$ cat src/rtl/main_control_fsm.sv
`default_nettype none
// ============================================================================
// Module      : main_control_fsm
// Description : Multi-cycle processor main control FSM. Sequences fetch,
//               decode, memory, ALU and branch steps from the opcode and
//               the memory handshake, and counts retired instructions.
//               Optional JAL support is enabled by defining the macro
//               MAIN_CONTROL_JAL_EN.
// Revision    : 1.0 - initial release
// ============================================================================
module main_control_fsm (
    input  logic        clk,
    input  logic        reset,
    input  logic [6:0]  opcode,
    input  logic        mem_ready,
    output logic        pc_write,
    output logic        ir_write,
    output logic        mem_req,
    output logic        mem_we,
    output logic        iord,
    output logic        reg_write,
    output logic        branch,
    output logic        illegal,
    output logic [1:0]  alusrc_a,
    output logic [1:0]  alusrc_b,
    output logic [1:0]  aluop,
    output logic [1:0]  result_src,
    output logic [3:0]  state,
    output logic [31:0] instret
);

    typedef enum logic [3:0] {
        S_FETCH    = 4'd0,
        S_DECODE   = 4'd1,
        S_MEMADR   = 4'd2,
        S_MEMREAD  = 4'd3,
        S_MEMWB    = 4'd4,
        S_MEMWRITE = 4'd5,
        S_EXECUTER = 4'd6,
        S_ALUWB    = 4'd7,
        S_EXECUTEI = 4'd8,
        S_BEQ      = 4'd9,
        S_JAL      = 4'd10,
        S_TRAP     = 4'd15
    } state_t;

    localparam logic [6:0] c_op_load   = 7'b0000011;
    localparam logic [6:0] c_op_store  = 7'b0100011;
    localparam logic [6:0] c_op_rtype  = 7'b0110011;
    localparam logic [6:0] c_op_itype  = 7'b0010011;
    localparam logic [6:0] c_op_branch = 7'b1100011;
`ifdef MAIN_CONTROL_JAL_EN
    localparam logic [6:0] c_op_jal    = 7'b1101111;
`endif

    // Control word layout:
    // {pc_write, ir_write, mem_req, mem_we, iord, reg_write, branch, illegal,
    //  alusrc_a[1:0], alusrc_b[1:0], aluop[1:0], result_src[1:0]}
    // FETCH pc_write/ir_write are left 0 here; they follow mem_ready live.
    function automatic logic [15:0] ctrl_for(input state_t s);
        logic [15:0] c;
        c = 16'h0000;
        case (s)
            S_FETCH:    c = {8'b0010_0000, 8'b00_10_00_10};
            S_DECODE:   c = {8'b0000_0000, 8'b01_01_00_00};
            S_MEMADR:   c = {8'b0000_0000, 8'b10_01_00_00};
            S_MEMREAD:  c = {8'b0010_1000, 8'b00_00_00_00};
            S_MEMWB:    c = {8'b0000_0100, 8'b00_00_00_01};
            S_MEMWRITE: c = {8'b0011_1000, 8'b00_00_00_00};
            S_EXECUTER: c = {8'b0000_0000, 8'b10_00_10_00};
            S_EXECUTEI: c = {8'b0000_0000, 8'b10_01_10_00};
            S_ALUWB:    c = {8'b0000_0100, 8'b00_00_00_00};
            S_BEQ:      c = {8'b0000_0010, 8'b10_00_01_00};
`ifdef MAIN_CONTROL_JAL_EN
            S_JAL:      c = {8'b1000_0000, 8'b01_10_00_00};
`endif
            S_TRAP:     c = {8'b0000_0001, 8'b00_00_00_00};
            default:    c = 16'h0000;
        endcase
        return c;
    endfunction

    state_t      state_q, state_d;
    logic [31:0] instret_q, instret_d;
    logic [15:0] ctrl_q, ctrl_d;
    logic        retire;
    logic        fetch_ack;

    // Next-state selection and retirement detection
    always_comb begin
        state_d = state_q;
        retire  = 1'b0;
        case (state_q)
            S_FETCH:    if (mem_ready) state_d = S_DECODE;
            S_DECODE: begin
                case (opcode)
                    c_op_load,
                    c_op_store:  state_d = S_MEMADR;
                    c_op_rtype:  state_d = S_EXECUTER;
                    c_op_itype:  state_d = S_EXECUTEI;
                    c_op_branch: state_d = S_BEQ;
`ifdef MAIN_CONTROL_JAL_EN
                    c_op_jal:    state_d = S_JAL;
`endif
                    default:     state_d = S_TRAP;
                endcase
            end
            S_MEMADR:   state_d = (opcode == c_op_load) ? S_MEMREAD : S_MEMWRITE;
            S_MEMREAD:  if (mem_ready) state_d = S_MEMWB;
            S_MEMWB: begin
                state_d = S_FETCH;
                retire  = 1'b1;
            end
            S_MEMWRITE: begin
                if (mem_ready) begin
                    state_d = S_FETCH;
                    retire  = 1'b1;
                end
            end
            S_EXECUTER: state_d = S_ALUWB;
            S_EXECUTEI: state_d = S_ALUWB;
            S_ALUWB: begin
                state_d = S_FETCH;
                retire  = 1'b1;
            end
            S_BEQ: begin
                state_d = S_FETCH;
                retire  = 1'b1;
            end
`ifdef MAIN_CONTROL_JAL_EN
            S_JAL:      state_d = S_ALUWB;
`endif
            S_TRAP:     state_d = S_TRAP;
            default:    state_d = S_TRAP;
        endcase
        instret_d = instret_q + {31'd0, retire};
        ctrl_d    = ctrl_for(state_d);
    end

    // State, retired count and control word registers; reset overrides all
    always_ff @(posedge clk) begin
        if (reset) begin
            state_q   <= S_FETCH;
            instret_q <= 32'd0;
            ctrl_q    <= ctrl_for(S_FETCH);
        end else begin
            state_q   <= state_d;
            instret_q <= instret_d;
            ctrl_q    <= ctrl_d;
        end
    end

    // Instruction-register and PC writes in FETCH track the live handshake
    assign fetch_ack  = (state_q == S_FETCH) && mem_ready;

    assign pc_write   = ctrl_q[15] | fetch_ack;
    assign ir_write   = ctrl_q[14] | fetch_ack;
    assign mem_req    = ctrl_q[13];
    assign mem_we     = ctrl_q[12];
    assign iord       = ctrl_q[11];
    assign reg_write  = ctrl_q[10];
    assign branch     = ctrl_q[9];
    assign illegal    = ctrl_q[8];
    assign alusrc_a   = ctrl_q[7:6];
    assign alusrc_b   = ctrl_q[5:4];
    assign aluop      = ctrl_q[3:2];
    assign result_src = ctrl_q[1:0];
    assign state      = state_q;
    assign instret    = instret_q;

endmodule
`default_nettype wire

$ cat config.mk
export PLATFORM = sky130hd
export DESIGN_NAME = main_control_fsm
export DESIGN_NICKNAME = d
export VERILOG_FILES = /design/src/rtl/main_control_fsm.sv
export SDC_FILE = /design/constraint.sdc
export NUM_CORES = 1
export LEC_CHECK = 0
export ABC_AREA = 1
export BUFFER_PORTS_ARGS = -buffer_cell sky130_fd_sc_hd__buf_2
export CAP_MARGIN = 20
export CORE_MARGIN = 2
export CORE_UTILIZATION = 30
export DETAILED_ROUTE_END_ITERATION = 12
export GPL_ROUTABILITY_DRIVEN = 0
export GPL_TIMING_DRIVEN = 0
export HOLD_SLACK_MARGIN = 0.06
export PLACE_DENSITY = 0.59
export SLEW_MARGIN = 20
export SYNTH_ARGS = -nofsm -noshare
export SYNTH_HDL_FRONTEND = slang
export SYNTH_SLANG_ARGS = --single-unit
$ cat constraint.sdc
create_clock -name clk -period 5.9 [get_ports clk]
set_input_delay 1.18 -clock clk [delete_from_list [all_inputs] [get_ports clk]]
set_output_delay 1.18 -clock clk [all_outputs]
set_load 0.01 [all_outputs]
* Word level (Yosys, flattened, before mapping) *
Memory sizes are Yosys's and may differ from the RTL's. A register that Yosys moved wholly into a read port is not among the register bits.
Index checks and enable logic that the tools add are counted.

cells by class
  add/subtract/negate cells = 1
  eq/ne operators = 14
  mux-type cells = 8
  bitwise operators = 2
  reductions and logical operators = 5

operators by type and width
  operator                                        number
  adder 32 x 1 -> 32 bit                          1
  case mux 4 bit (7 select lines)                 1
  == test 4 x 3 -> 1 bit (second input constant)  4
  case mux 4 bit (4 select lines)                 1
  == test 7 x 6 -> 1 bit (second input constant)  2
  two-way mux 4 bit                               3
  == test 4 x 2 -> 1 bit (second input constant)  2
  == test 4 bit (second input constant)           2
  == test 7 x 2 -> 1 bit (second input constant)  1
  == test 7 x 5 -> 1 bit (second input constant)  1
  == test 7 bit (second input constant)           1
  == test 4 x 1 -> 1 bit (second input constant)  1
  logical NOT 4 bit                               1
  OR reduction 2 bit                              2
  two-way mux 3 bit                               1
  OR reduction 3 bit                              1
  bitwise OR 1 bit                                2
  case mux 1 bit (2 select lines)                 1
  logical AND 1 bit                               1
  two-way mux 1 bit                               1

word-level totals
  register bits after elaboration = 52
  memory bits (read-only) = 224
  input port bits = 10
  output and inout bits = 52
  memories = 1

memory list
  name             depth  bits a word  rd ports  clocked after memory_dff  wr ports  RTL line  text
  (no name shown)  16     14           1         1                         0         63        case (s)

* Depth between registers and ports, before layout *
Gate-level depths: netlist (run 1).

  depth after elaboration = 4
  gate-level depth with buffers = 17

* Worst setup path after synthesis (run 1) *
No wires, ideal clock.

  path type = input -> output
  start point = input mem_ready
  end point = output pc_write
  arrival = 1.920 ns
  path slack = 2.800 ns
  stages on the path = 3
  buffers on the path = 1
  cells stage by stage = inv_1 nor4_1 buf_4

between the ends
  word-level cells in the longest chain between the ends = 2

ends and longest elaborated chain
  element             RTL line  text
  start: declaration  15        input logic mem_ready,
  logical AND 1 bit   154       assign fetch_ack = (state_q == S_FETCH) && mem_ready;
  bitwise OR 1 bit    156       assign pc_write = ctrl_q[15] | fetch_ack;
  end: declaration    16        output logic pc_write,

No other way between the ends.

* Final worst setup path (run 1) *
Same ends and word-level chain as after synthesis.

==> results of run 1 <==
==> final cells by class <==
class                   count  area share
clock buffers               5      0.0212
clock inverters             3      0.0278
inverters                  59      0.0683
repair buffers             61      0.0942
flip-flops and latches     48       0.297
multi-input cells         278       0.433
plain buffers               8      0.0174
well taps                 108      0.0417
==> metrics by stage <==
step,hold slack [ns],std cells,area (um^2)
after floorplan,0.495,393,2640
after global placement,0.458,562,3080
after detailed placement,0.473,562,3080
after CTS,0.486,570,3240
after global routing,0.518,570,3240
final,0.476,570,3240
==> kinds of logic (layout without fill, tap and decap cells) <==
kind of cell,count (synthesis),in the layout,share of synthesized area
AOI/OAI and AO/OA,45,45,0.0928
buffers and inverters,67,136,0.105
xor gates and xnor gates,2,2,0.00663
and+or+nand+nor,224,224,0.398
DFF,48,48,0.364
adders and majority gates,7,7,0.0332
==> flip-flops by register name, summed over array words and instances (netlist names) <==
register / count
instret: 32
ctrl_q: 12
state: 4
==> Yosys cell counts <==
| library cell | n | area share |
|---|---|---|
| a21oi_1 | 24 | 0.045 |
| a21oi_2 | 2 | 0.0066 |
| and3_1 | 2 | 0.0047 |
| buf_1 | 1 | 0.0014 |
| buf_4 | 5 | 0.014 |
| buf_6 | 1 | 0.0043 |
| clkbuf_1 | 1 | 0.0014 |
| dfxtp_1 | 48 | 0.36 |
| ha_1 | 7 | 0.033 |
| inv_1 | 56 | 0.080 |
| inv_2 | 3 | 0.0043 |
| nand2_1 | 97 | 0.14 |
| nand2_2 | 4 | 0.0095 |
| nand2_4 | 1 | 0.0043 |
| nand3_1 | 25 | 0.047 |
| nand3_2 | 3 | 0.011 |
| nand3b_1 | 4 | 0.011 |
| nand4_1 | 9 | 0.021 |
| nor2_1 | 53 | 0.075 |
| nor2_2 | 3 | 0.0071 |
| nor2_4 | 6 | 0.026 |
| nor3_1 | 13 | 0.025 |
| nor3_4 | 1 | 0.0062 |
| nor3b_2 | 2 | 0.0095 |
| nor4_1 | 1 | 0.0024 |
| o211ai_1 | 2 | 0.0057 |
| o21a_1 | 2 | 0.0057 |
| o21ai_0 | 11 | 0.021 |
| o21ai_1 | 3 | 0.0057 |
| o21bai_1 | 1 | 0.0028 |
| xnor2_1 | 1 | 0.0033 |
| xor2_1 | 1 | 0.0033 |
==> worst min path at each step <==
stage	startpoint	end	slack [ns]	depth (start not counted)
floorplan	instret[30]$_SDFF_PP0_	instret[30]$_SDFF_PP0_	0.49	2
global placement	instret[26]$_SDFF_PP0_	instret[26]$_SDFF_PP0_	0.46	2
detailed placement	instret[30]$_SDFF_PP0_	instret[30]$_SDFF_PP0_	0.47	2
CTS	instret[30]$_SDFF_PP0_	instret[30]$_SDFF_PP0_	0.49	2
global route	instret[26]$_SDFF_PP0_	instret[26]$_SDFF_PP0_	0.52	2
finish	instret[30]$_SDFF_PP0_	instret[30]$_SDFF_PP0_	0.48	2
==> per-layer routing <==
metal	up-vias	GRT usage
met1	1211	0.183
met2	62	0.241
li1	1385	-
met5	-	0
met4	0	0.0331
met3	6	0.0286
==> worst register-to-register path, cell delays in order, from the launching register on <==
cell	delay [ns]
dfxtp_1	0.44
inv_1	0.11
nor2_1	0.18
nand3_1	0.10
o211ai_1	0.12
ha_1	0.25
ha_1	0.24
nand2_2	0.11
nor2_4	0.18
inv_2	0.08
nor2_4	0.18
nand2_4	0.10
nor2_4	0.13
a21oi_1	0.08
o21a_1	0.13
==> placed cells by master (no fill, tap or decap), types with 4 or more instances in the layout <==
master and instances:
a21oi_1 24, buf_2 61, buf_4 5, clkbuf_8 5, dfxtp_1 48, ha_1 7, inv_1 56, nand2_1 97
nand2_2 4, nand3_1 25, nand3b_1 4, nand4_1 9, nor2_1 53, nor2_4 6, nor3_1 13, o21ai_0 11
==> power groups by stage <==
stage | Clock (W) | Combinational [W] | Sequential [W]
finish | 0.000326 | 0.000467 | 0.000390
global route | 0.000346 | 0.000532 | 0.000395
CTS | 0.000333 | 0.000473 | 0.000391
detailed placement | 0 | 0.000471 | 0.000397
global placement | 0 | 0.000461 | 0.000397
floorplan | 0 | 0.000327 | 0.000412
==> reports/results.ini, run 1 <==
[sta]
worst-slew-pin-transition_ns=0.636
fin_ws_ns=2.74
timing.fmax_mhz=317
layout_min_cycle_time_ns=3.16
setup_violations=0
fin_crit_sh=0.535
setup_tns_ns=0
rsz0062_at_grt=no
worst_slew_margin_rel=0.576
final-hold-violation-count=0
drv_slew=0
fin_skew_ns=0.00742

[finish]
multi_input_area_um2=1400
nFillCells=946
register_area_um2=961
nets=478
drive_gt1_frac=0.216
finish.utilization=0.375
synthToLayoutAreaGrowth_pct=22.7
antennaDiodeCount=0

[clocking]
clk_latency_ns=0.30
cts-root-buf=clkbuf_8
ctsHoldBuffers=0
path_clk_slew_ns=0.09
htree_levels=2
cts_made_buffers=5
postCtsSetupRepairBufs=0
cts_num_sinks=48
ctsResizeCount=0
cts.path.max_buffers=2
cts_tree=built

[grt]
overflow=0
grt_antenna_before_repair=0
grt_max_degree=16
track_usage=0.141
grt_pass1_wl_um=11200
grt_pass1_vias=2440

[route]
wirelength_um=6710
drt_iter0_drc=116
wl_met1_um=3090
drt-vias-per-instance=4.67
met3WireLength_um=347
wl_met2_um=3210
top_layer_used=met4
wl_per_cell_um=11.8
drc_errors=0
ant_nets=0
route.vias.total=2664
firstDrtPassIters=4

[synthesis]
yosys_warnings=0
ys_types=32
syn-num-nets=410
syn_avg_cell_area_um2=6.72
synth.cell_area_um2=2640
synth-seq-cells=48
synthCells=393
ys_seq_area_frac=0.364

[die]
initial_utilization=0.306
io_pins=62
rows=34
die_area_um2=9570
design.core.area_um2=8640
die_width_um=97.8
die_height_um=97.8

[worst_setup_path]
r2r_setup_slack_ns=3.40
path_delay_family=buffers and inverters
cp-endpoint=pc_write
r2r-start=state[2]$_SDFF_PP0_
path_buf_inv=4
critPathMaxFanout=4
start_kind=input pin
crit_type=input pin to primary output
crit_arrival_ns=1.98
required_ns=4.72
cp_cell_sequence=buf_2, inv_1, nor4_1, buf_4, buf_2
setup.worst_path.start=mem_ready
ff2ff_path_depth=14
timing.rr.end=instret[14]$_SDFF_PP0_
crit_path_end_kind=primary output
cpPeakStageDelay_ns=0.32
cp_common_cell=buf_2
cp.depth=5
crit_path_top_delay_cell=nor4_1

[power]
power.leakage_nw=1.45
power_switching_w=0.000432
p_seq_frac=0.329
sw_frac_of_total=0.365
power_frac_comb=0.395
vdd_drop_max_v=0.000180
p_clk_frac=0.276
finalPower_w=0.00118
cellPowerDensity_nw_per_um2=365
p_int_w=0.000752

[place]
port-buffer-count=61
place_ws_ns=2.74
dpl.hpwl_um=5370

[run]
drv_cap=0

[min_path]
hold_class=flip-flop to flip-flop

[status]
status=complete, no violations

No activity file was read; power rests on OpenSTA's default activity.
==> run 2, diff against run 1 <==
--- a/config.mk
+++ b/config.mk
@@ -14,7 +14,7 @@
 export GPL_ROUTABILITY_DRIVEN = 0
 export GPL_TIMING_DRIVEN = 0
 export HOLD_SLACK_MARGIN = 0.06
-export PLACE_DENSITY = 0.59
+export PLACE_DENSITY = 0.6
 export SLEW_MARGIN = 20
 export SYNTH_ARGS = -nofsm -noshare
 export SYNTH_HDL_FRONTEND = slang
==> constraint.sdc (replaced) <==
create_clock -name clk -period 2.84 [get_ports clk]
set_input_delay 0.568 -clock clk [delete_from_list [all_inputs] [get_ports clk]]
set_output_delay 0.568 -clock clk [all_outputs]
set_load 0.01 [all_outputs]
==> run 2 against run 1 <==
Effect of this change: global-route usage fell by 0.12 points; via count rose by 0.64%; critical path type is now flip-flop to flip-flop; cell area did not move; register-to-register slack got worse by 3.0 ns; hold slack improved by 0.0076 ns; sequential power rose by 110%; cell count did not move; setup slack got worse by 2.4 ns; clock-buffer cell count did not move.
==> reports/results.ini, run 2 (same netlist as run 1, synthesis figures left out) <==
[route]
route.vias.total=2681  ; +0.64%
firstDrtPassIters=4  ; unchanged
drc_errors=0  ; unchanged
wl_per_cell_um=11.7  ; -0.67%
drt_iter0_drc=103  ; -11%
drt-vias-per-instance=4.70  ; +0.64%
wirelength_um=6670  ; -0.67%
ant_nets=0  ; unchanged

[clocking]
cts-root-buf=clkbuf_8
ctsResizeCount=0  ; unchanged
clk_latency_ns=0.30  ; about the same
htree_levels=2  ; unchanged
cts_tree=built
postCtsSetupRepairBufs=0  ; unchanged
path_clk_slew_ns=0.10  ; about the same
cts.path.max_buffers=2  ; unchanged
cts_made_buffers=5  ; unchanged
ctsHoldBuffers=0  ; unchanged
cts_num_sinks=48  ; unchanged

[grt]
grt_max_degree=16  ; unchanged
overflow=0  ; unchanged
grt_antenna_before_repair=0  ; unchanged
track_usage=0.140  ; -0.00122
grt_pass1_vias=2529  ; +3.6%
grt_pass1_wl_um=11100  ; -0.43%

[worst_setup_path]
r2r_setup_slack_ns=0.35  ; -3.05 ns
crit_arrival_ns=2.69  ; +0.71 ns
required_ns=3.04  ; -1.68 ns
critPathMaxFanout=6  ; +2
timing.rr.end=instret[14]$_SDFF_PP0_
crit_path_end_kind=flip-flop
cp-endpoint=instret[14]$_SDFF_PP0_
start_kind=flip-flop
crit_type=flip-flop to flip-flop
setup.worst_path.start=state[2]$_SDFF_PP0_
r2r-start=state[2]$_SDFF_PP0_
ff2ff_path_depth=14  ; unchanged

[sta]
timing.fmax_mhz=402
drv_slew=0  ; unchanged
rsz0062_at_grt=no
final-hold-violation-count=0  ; unchanged
fin_skew_ns=0.00841  ; +0.000991 ns
worst-slew-pin-transition_ns=0.644  ; +0.00835 ns
fin_crit_sh=0.877
holdWs_ns=0.483  ; +0.00760 ns
worst_slew_margin_rel=0.571  ; -0.00557
layout_min_cycle_time_ns=2.49
setup_violations=0  ; unchanged
setup_tns_ns=0  ; unchanged

[power]
vdd_drop_max_v=0.000330  ; +84%
power.leakage_nw=1.45  ; unchanged
cellPowerDensity_nw_per_um2=754  ; +110%

[run]
drv_cap=0  ; unchanged

[place]
dpl.hpwl_um=5350  ; -0.47%
port-buffer-count=61  ; unchanged

[die]
initial_utilization=0.306  ; unchanged
die_width_um=97.8  ; unchanged
io_pins=62  ; unchanged
design.core.area_um2=8640  ; unchanged
rows=34  ; unchanged
die_area_um2=9570  ; unchanged
die_height_um=97.8  ; unchanged

[finish]
register_area_um2=961  ; unchanged
largest_reg_flops=32  ; unchanged
nets=478  ; unchanged
drive_gt1_frac=0.216  ; unchanged
final_common_cell=nand2_1
multi_input_area_um2=1400  ; unchanged
nFillCells=945  ; -0.11%
final_cell_mix=nand2_1, buf_2, inv_1, nor2_1, dfxtp_1
synthToLayoutAreaGrowth_pct=22.7  ; unchanged
antennaDiodeCount=0  ; unchanged

[min_path]
hold_start=instret[30]$_SDFF_PP0_
hold_class=flip-flop to flip-flop

[status]
status=complete, no violations

-- run 2: cell counts in the layout (fill, tap and decap cells not counted) --
No cell type changed its count.
-- run 2: cell type report --
cell class | count | area share
Buffer | 8 | 0.0174
Clock buffer | 5 | 0.0212
Clock inverter | 3 | 0.0278
Inverter | 59 | 0.0683
Multi-Input combinational cell | 278 | 0.433
Sequential cell | 48 | 0.297
Tap cell | 108 | 0.0417
Timing Repair Buffer | 61 | 0.0942
-- run 2: routing by layer --
layer  global-route usage  share of wire
met1                0.168           0.44
met4               0.0406          0.010
met2                0.250           0.50
met3               0.0308          0.049
met5                    0              0
-- run 2: power breakdown --
group          total, W  switching (W)  leakage, nW  internal (W)
Combinational  0.000958       0.000597        0.982      0.000360
Sequential     0.000808      0.0000494        0.389      0.000758
Clock          0.000679       0.000239       0.0784      0.000440
Total           0.00244       0.000886         1.45       0.00156
-- run 2: per-stage QoR --
step | total power, W | instance area [um^2] | util | instances | worst slack [ns]
finish | 0.00244 | 3240 | 0.375 | 570 | 0.350
global route | 0.00262 | 3240 | 0.375 | 570 | 0.109
CTS | 0.00247 | 3240 | 0.375 | 570 | 0.376
detailed placement | 0.00179 | 3080 | 0.357 | 562 | 0.401
global placement | 0.00178 | 3080 | 0.357 | 562 | 0.425
floorplan | 0.00153 | 2640 | - | 393 | 0.680
-- run 2: critical path, cell delays in order (launching register included) --
cell and delay (ns):
dfxtp_1 0.43, inv_1 0.11, nor2_1 0.17, nand3_1 0.11
o211ai_1 0.12, ha_1 0.24, ha_1 0.24, nand2_2 0.10
nor2_4 0.19, inv_2 0.08, nor2_4 0.17, nand2_4 0.10
nor2_4 0.13, a21oi_1 0.08, o21a_1 0.13
-- run 2: worst min path at each step --
stage | slack (ns) | depth (start not counted) | end
CTS | 0.49 | 2 | instret[30]$_SDFF_PP0_
global placement | 0.46 | 2 | instret[26]$_SDFF_PP0_
global route | 0.52 | 2 | instret[27]$_SDFF_PP0_
floorplan | 0.49 | 2 | instret[30]$_SDFF_PP0_
finish | 0.48 | 2 | instret[30]$_SDFF_PP0_
detailed placement | 0.48 | 2 | instret[30]$_SDFF_PP0_
==> run 3, diff against run 2 <==
--- a/config.mk
+++ b/config.mk
@@ -5,7 +5,6 @@
 export SDC_FILE = /design/constraint.sdc
 export NUM_CORES = 1
 export LEC_CHECK = 0
-export ABC_AREA = 1
 export BUFFER_PORTS_ARGS = -buffer_cell sky130_fd_sc_hd__buf_2
 export CAP_MARGIN = 20
 export CORE_MARGIN = 2
@@ -14,7 +13,7 @@
 export GPL_ROUTABILITY_DRIVEN = 0
 export GPL_TIMING_DRIVEN = 0
 export HOLD_SLACK_MARGIN = 0.06
-export PLACE_DENSITY = 0.6
+export PLACE_DENSITY = 0.61
 export SLEW_MARGIN = 20
 export SYNTH_ARGS = -nofsm -noshare
 export SYNTH_HDL_FRONTEND = slang
==> run 3 against run 2 <==
Effect of this change: sequential share of layout area up 4.2 points; largest cell class unchanged; critical endpoint is now instret[12]$_SDFF_PP0_; synthesized area shrank 13%; fmax down 1.2%; non-clock buffer count up 5; critical path type unchanged.
==> reports/results.ini, run 3 <==
[status]
status=complete, no violations

[sta]
fin_ws_ns=0.321  ; -0.0295 ns
drv_slew=0  ; unchanged
layout_min_cycle_time_ns=2.52  ; +0.0295 ns
worst-slew-pin-transition_ns=0.504  ; -0.140 ns
worst_slew_margin_rel=0.661  ; +0.0908
holdWs_ns=0.514  ; +0.0302 ns
fin_skew_ns=0.00865  ; +0.000235 ns
timing.fmax_mhz=397  ; -1.2%
final-hold-violation-count=0  ; unchanged
rsz0062_at_grt=no
setup_violations=0  ; unchanged
fin_crit_sh=0.887  ; +0.0104

[die]
die_width_um=91.6  ; -6.4%
die_area_um2=8390  ; -12%
io_pins=62  ; unchanged
die_height_um=91.6  ; -6.4%
rows=31  ; -8.8%
design.core.area_um2=7330  ; -15%
initial_utilization=0.314  ; +0.00819

[worst_setup_path]
cp_cell_sequence=buf_6, nor2b_1, a22oi_1, o22ai_1, ha_1, ha_1, and3_1, nor3b_4, nand4_1, xor2_1, nor2_1
crit_type=flip-flop to flip-flop
crit_arrival_ns=2.70  ; about the same
r2r_setup_slack_ns=0.32  ; -0.03 ns
critPathMaxFanout=10  ; +4
required_ns=3.02  ; -0.02 ns
r2r-start=state[1]$_SDFF_PP0_
start_kind=flip-flop
cpPeakStageDelay_ns=0.38  ; -0.05 ns
ff2ff_path_depth=11  ; -3
crit_path_end_kind=flip-flop
cp_common_cell=ha_1
timing.rr.end=instret[12]$_SDFF_PP0_
crit_path_top_delay_cell=dfxtp_1

[finish]
synthToLayoutAreaGrowth_pct=23.3
final_cell_mix=buf_2, dfxtp_1, nor2_1, xor2_1, nand2_1
finish.utilization=0.387  ; +0.0120
final_common_cell=buf_2
antennaDiodeCount=0  ; unchanged
instances_no_fill=430  ; -25%
largest_reg_flops=32  ; unchanged
nets=347  ; -27%
drive_gt1_frac=0.263  ; +0.0464

[synthesis]
ys_seq_area_frac=0.417  ; +0.0536
yosys_warnings=0  ; unchanged
synthCells=263  ; -33%
synth_area_leaders=dfxtp_1, xor2_1, nor2_1
synth-async-reset-ratio=0  ; unchanged
syn-num-nets=280  ; -32%
synth-seq-cells=48  ; unchanged
synth.top_cells.by_count=dfxtp_1, nor2_1, xor2_1, nand2_1, nand4_1
synth_top_area_share=0.417  ; +0.0536
ys.flop_type=dfxtp_1
ys_types=49  ; +53%
synth.most_common_cell=dfxtp_1
synth_top_area_cell=dfxtp_1
synth_edf_count=0  ; unchanged
syn_avg_cell_area_um2=8.75  ; +30%
synth.cell_area_um2=2300  ; -13%

[clocking]
cts_made_buffers=5  ; unchanged
cts.path.max_buffers=2  ; unchanged
cts_num_sinks=48  ; unchanged
htree_levels=2  ; unchanged
clk_latency_ns=0.30  ; about the same
postCtsSetupRepairBufs=0  ; unchanged
cts-root-buf=clkbuf_8
path_clk_slew_ns=0.10  ; about the same
cts_tree=built
ctsHoldBuffers=0  ; unchanged

[grt]
grt_pass1_wl_um=8850  ; -20%
track_usage=0.129  ; -0.0110
grt_pass1_vias=1872  ; -26%
grt_antenna_before_repair=0  ; unchanged
grt_max_degree=16  ; unchanged
overflow=0  ; unchanged

[power]
vdd_drop_max_v=0.000274  ; -17%
cellPowerDensity_nw_per_um2=753  ; -0.24%
power.leakage_nw=1.26  ; -13%

[route]
drt-vias-per-instance=4.84  ; +2.8%
drc_errors=0  ; unchanged
wl_per_cell_um=12.4  ; +5.6%
firstDrtPassIters=4  ; unchanged
ant_nets=0  ; unchanged
wirelength_um=5310  ; -20%
drt_iter0_drc=93  ; -9.7%
route.vias.total=2080  ; -22%

[place]
place_ws_ns=-0.0368  ; -0.438 ns
port-buffer-count=60  ; -1.6%
dpl.cell_count=422  ; -25%
dpl.hpwl_um=3950  ; -26%

[min_path]
holdPathEnd=instret[30]$_SDFF_PP0_
hold_class=flip-flop to flip-flop
hold_depth=2  ; unchanged
hold_start=instret[30]$_SDFF_PP0_

[run]
drv_cap=0  ; unchanged

-- run 3: cell families (layout without fill, tap and decap cells) --
family,after synthesis,count (layout),share of synthesized area
AOI/OAI and AO/OA,31,31,0.0935
xor gates and xnor gates,27,27,0.103
adders and majority gates,7,7,0.0380
buffers and inverters,22,90,0.0462
DFF,48,48,0.417
muxes,1,1,0.00435
and+or+nand+nor,127,127,0.298
-- run 3: per-layer routing --
layer	up-vias	GRT usage	wire length [um]
li1	1049	-	-
met1	963	0.171	2560
met2	59	0.202	2340
met3	9	0.0315	312
met4	0	0.0467	108
met5	-	0	0
-- run 3: worst max path at each step --
stage                         from                     end  slack [ns]  cells after the start
6_report       state[1]$_SDFF_PP0_  instret[12]$_SDFF_PP0_        0.32                     11
5_1_grt        state[1]$_SDFF_PP0_  instret[18]$_SDFF_PP0_        0.05                     11
4_1_cts        state[1]$_SDFF_PP0_  instret[21]$_SDFF_PP0_        0.13                     10
3_5_place_dp   state[1]$_SDFF_PP0_  instret[20]$_SDFF_PP0_       -0.04                     11
3_3_place_gp   state[1]$_SDFF_PP0_  instret[20]$_SDFF_PP0_       -0.06                     11
2_1_floorplan  state[1]$_SDFF_PP0_  instret[20]$_SDFF_PP0_        0.41                     11
-- run 3: metrics by stage --
stage / TNS, ns / area [um^2] / power, W
after floorplan: 0 / 2300 / 0.00145
after CTS: 0 / 2830 / 0.00215
after global placement: -0.169 / 2730 / 0.00169
after global routing: 0 / 2840 / 0.00228
after detailed placement: -0.118 / 2730 / 0.00170
final: 0 / 2840 / 0.00214
-- run 3: cell type report --
class / instances / area, um^2
tap: 99 / 124
inverter: 8 / 30.0
clock buffer: 6 / 82.6
buffer: 14 / 76.3
fill: 795 / 4490
timing repair buffer: 60 / 300
sequential: 48 / 961
multi-input combinational: 193 / 1250
clock inverter: 2 / 13.8
-- run 3: timing repair --
action                                  in CTS  in global routing
gates resized for setup                      1                  2
endpoints found under the setup margin       6                 10
hold endpoints to repair                     0                  0
-- run 3: power by group --
group | internal, W | switching, W | leakage [nW]
combinational | 0.000371 | 0.000531 | 0.815
sequential | 0.000758 | 0.0000330 | 0.389
clock | 0.000200 | 0.000244 | 0.0516
total | 0.00133 | 0.000808 | 1.26
-- run 3: worst max-delay path, delay by kind of cell (launching register included) --
kind	cells	cell delay [ns]
AOI/OAI and AO/OA	2	0.27
DFF	1	0.38
and+or+nand+nor	5	1.02
adders and majority gates	2	0.43
buffers and inverters	1	0.15
xor gates and xnor gates	1	0.15
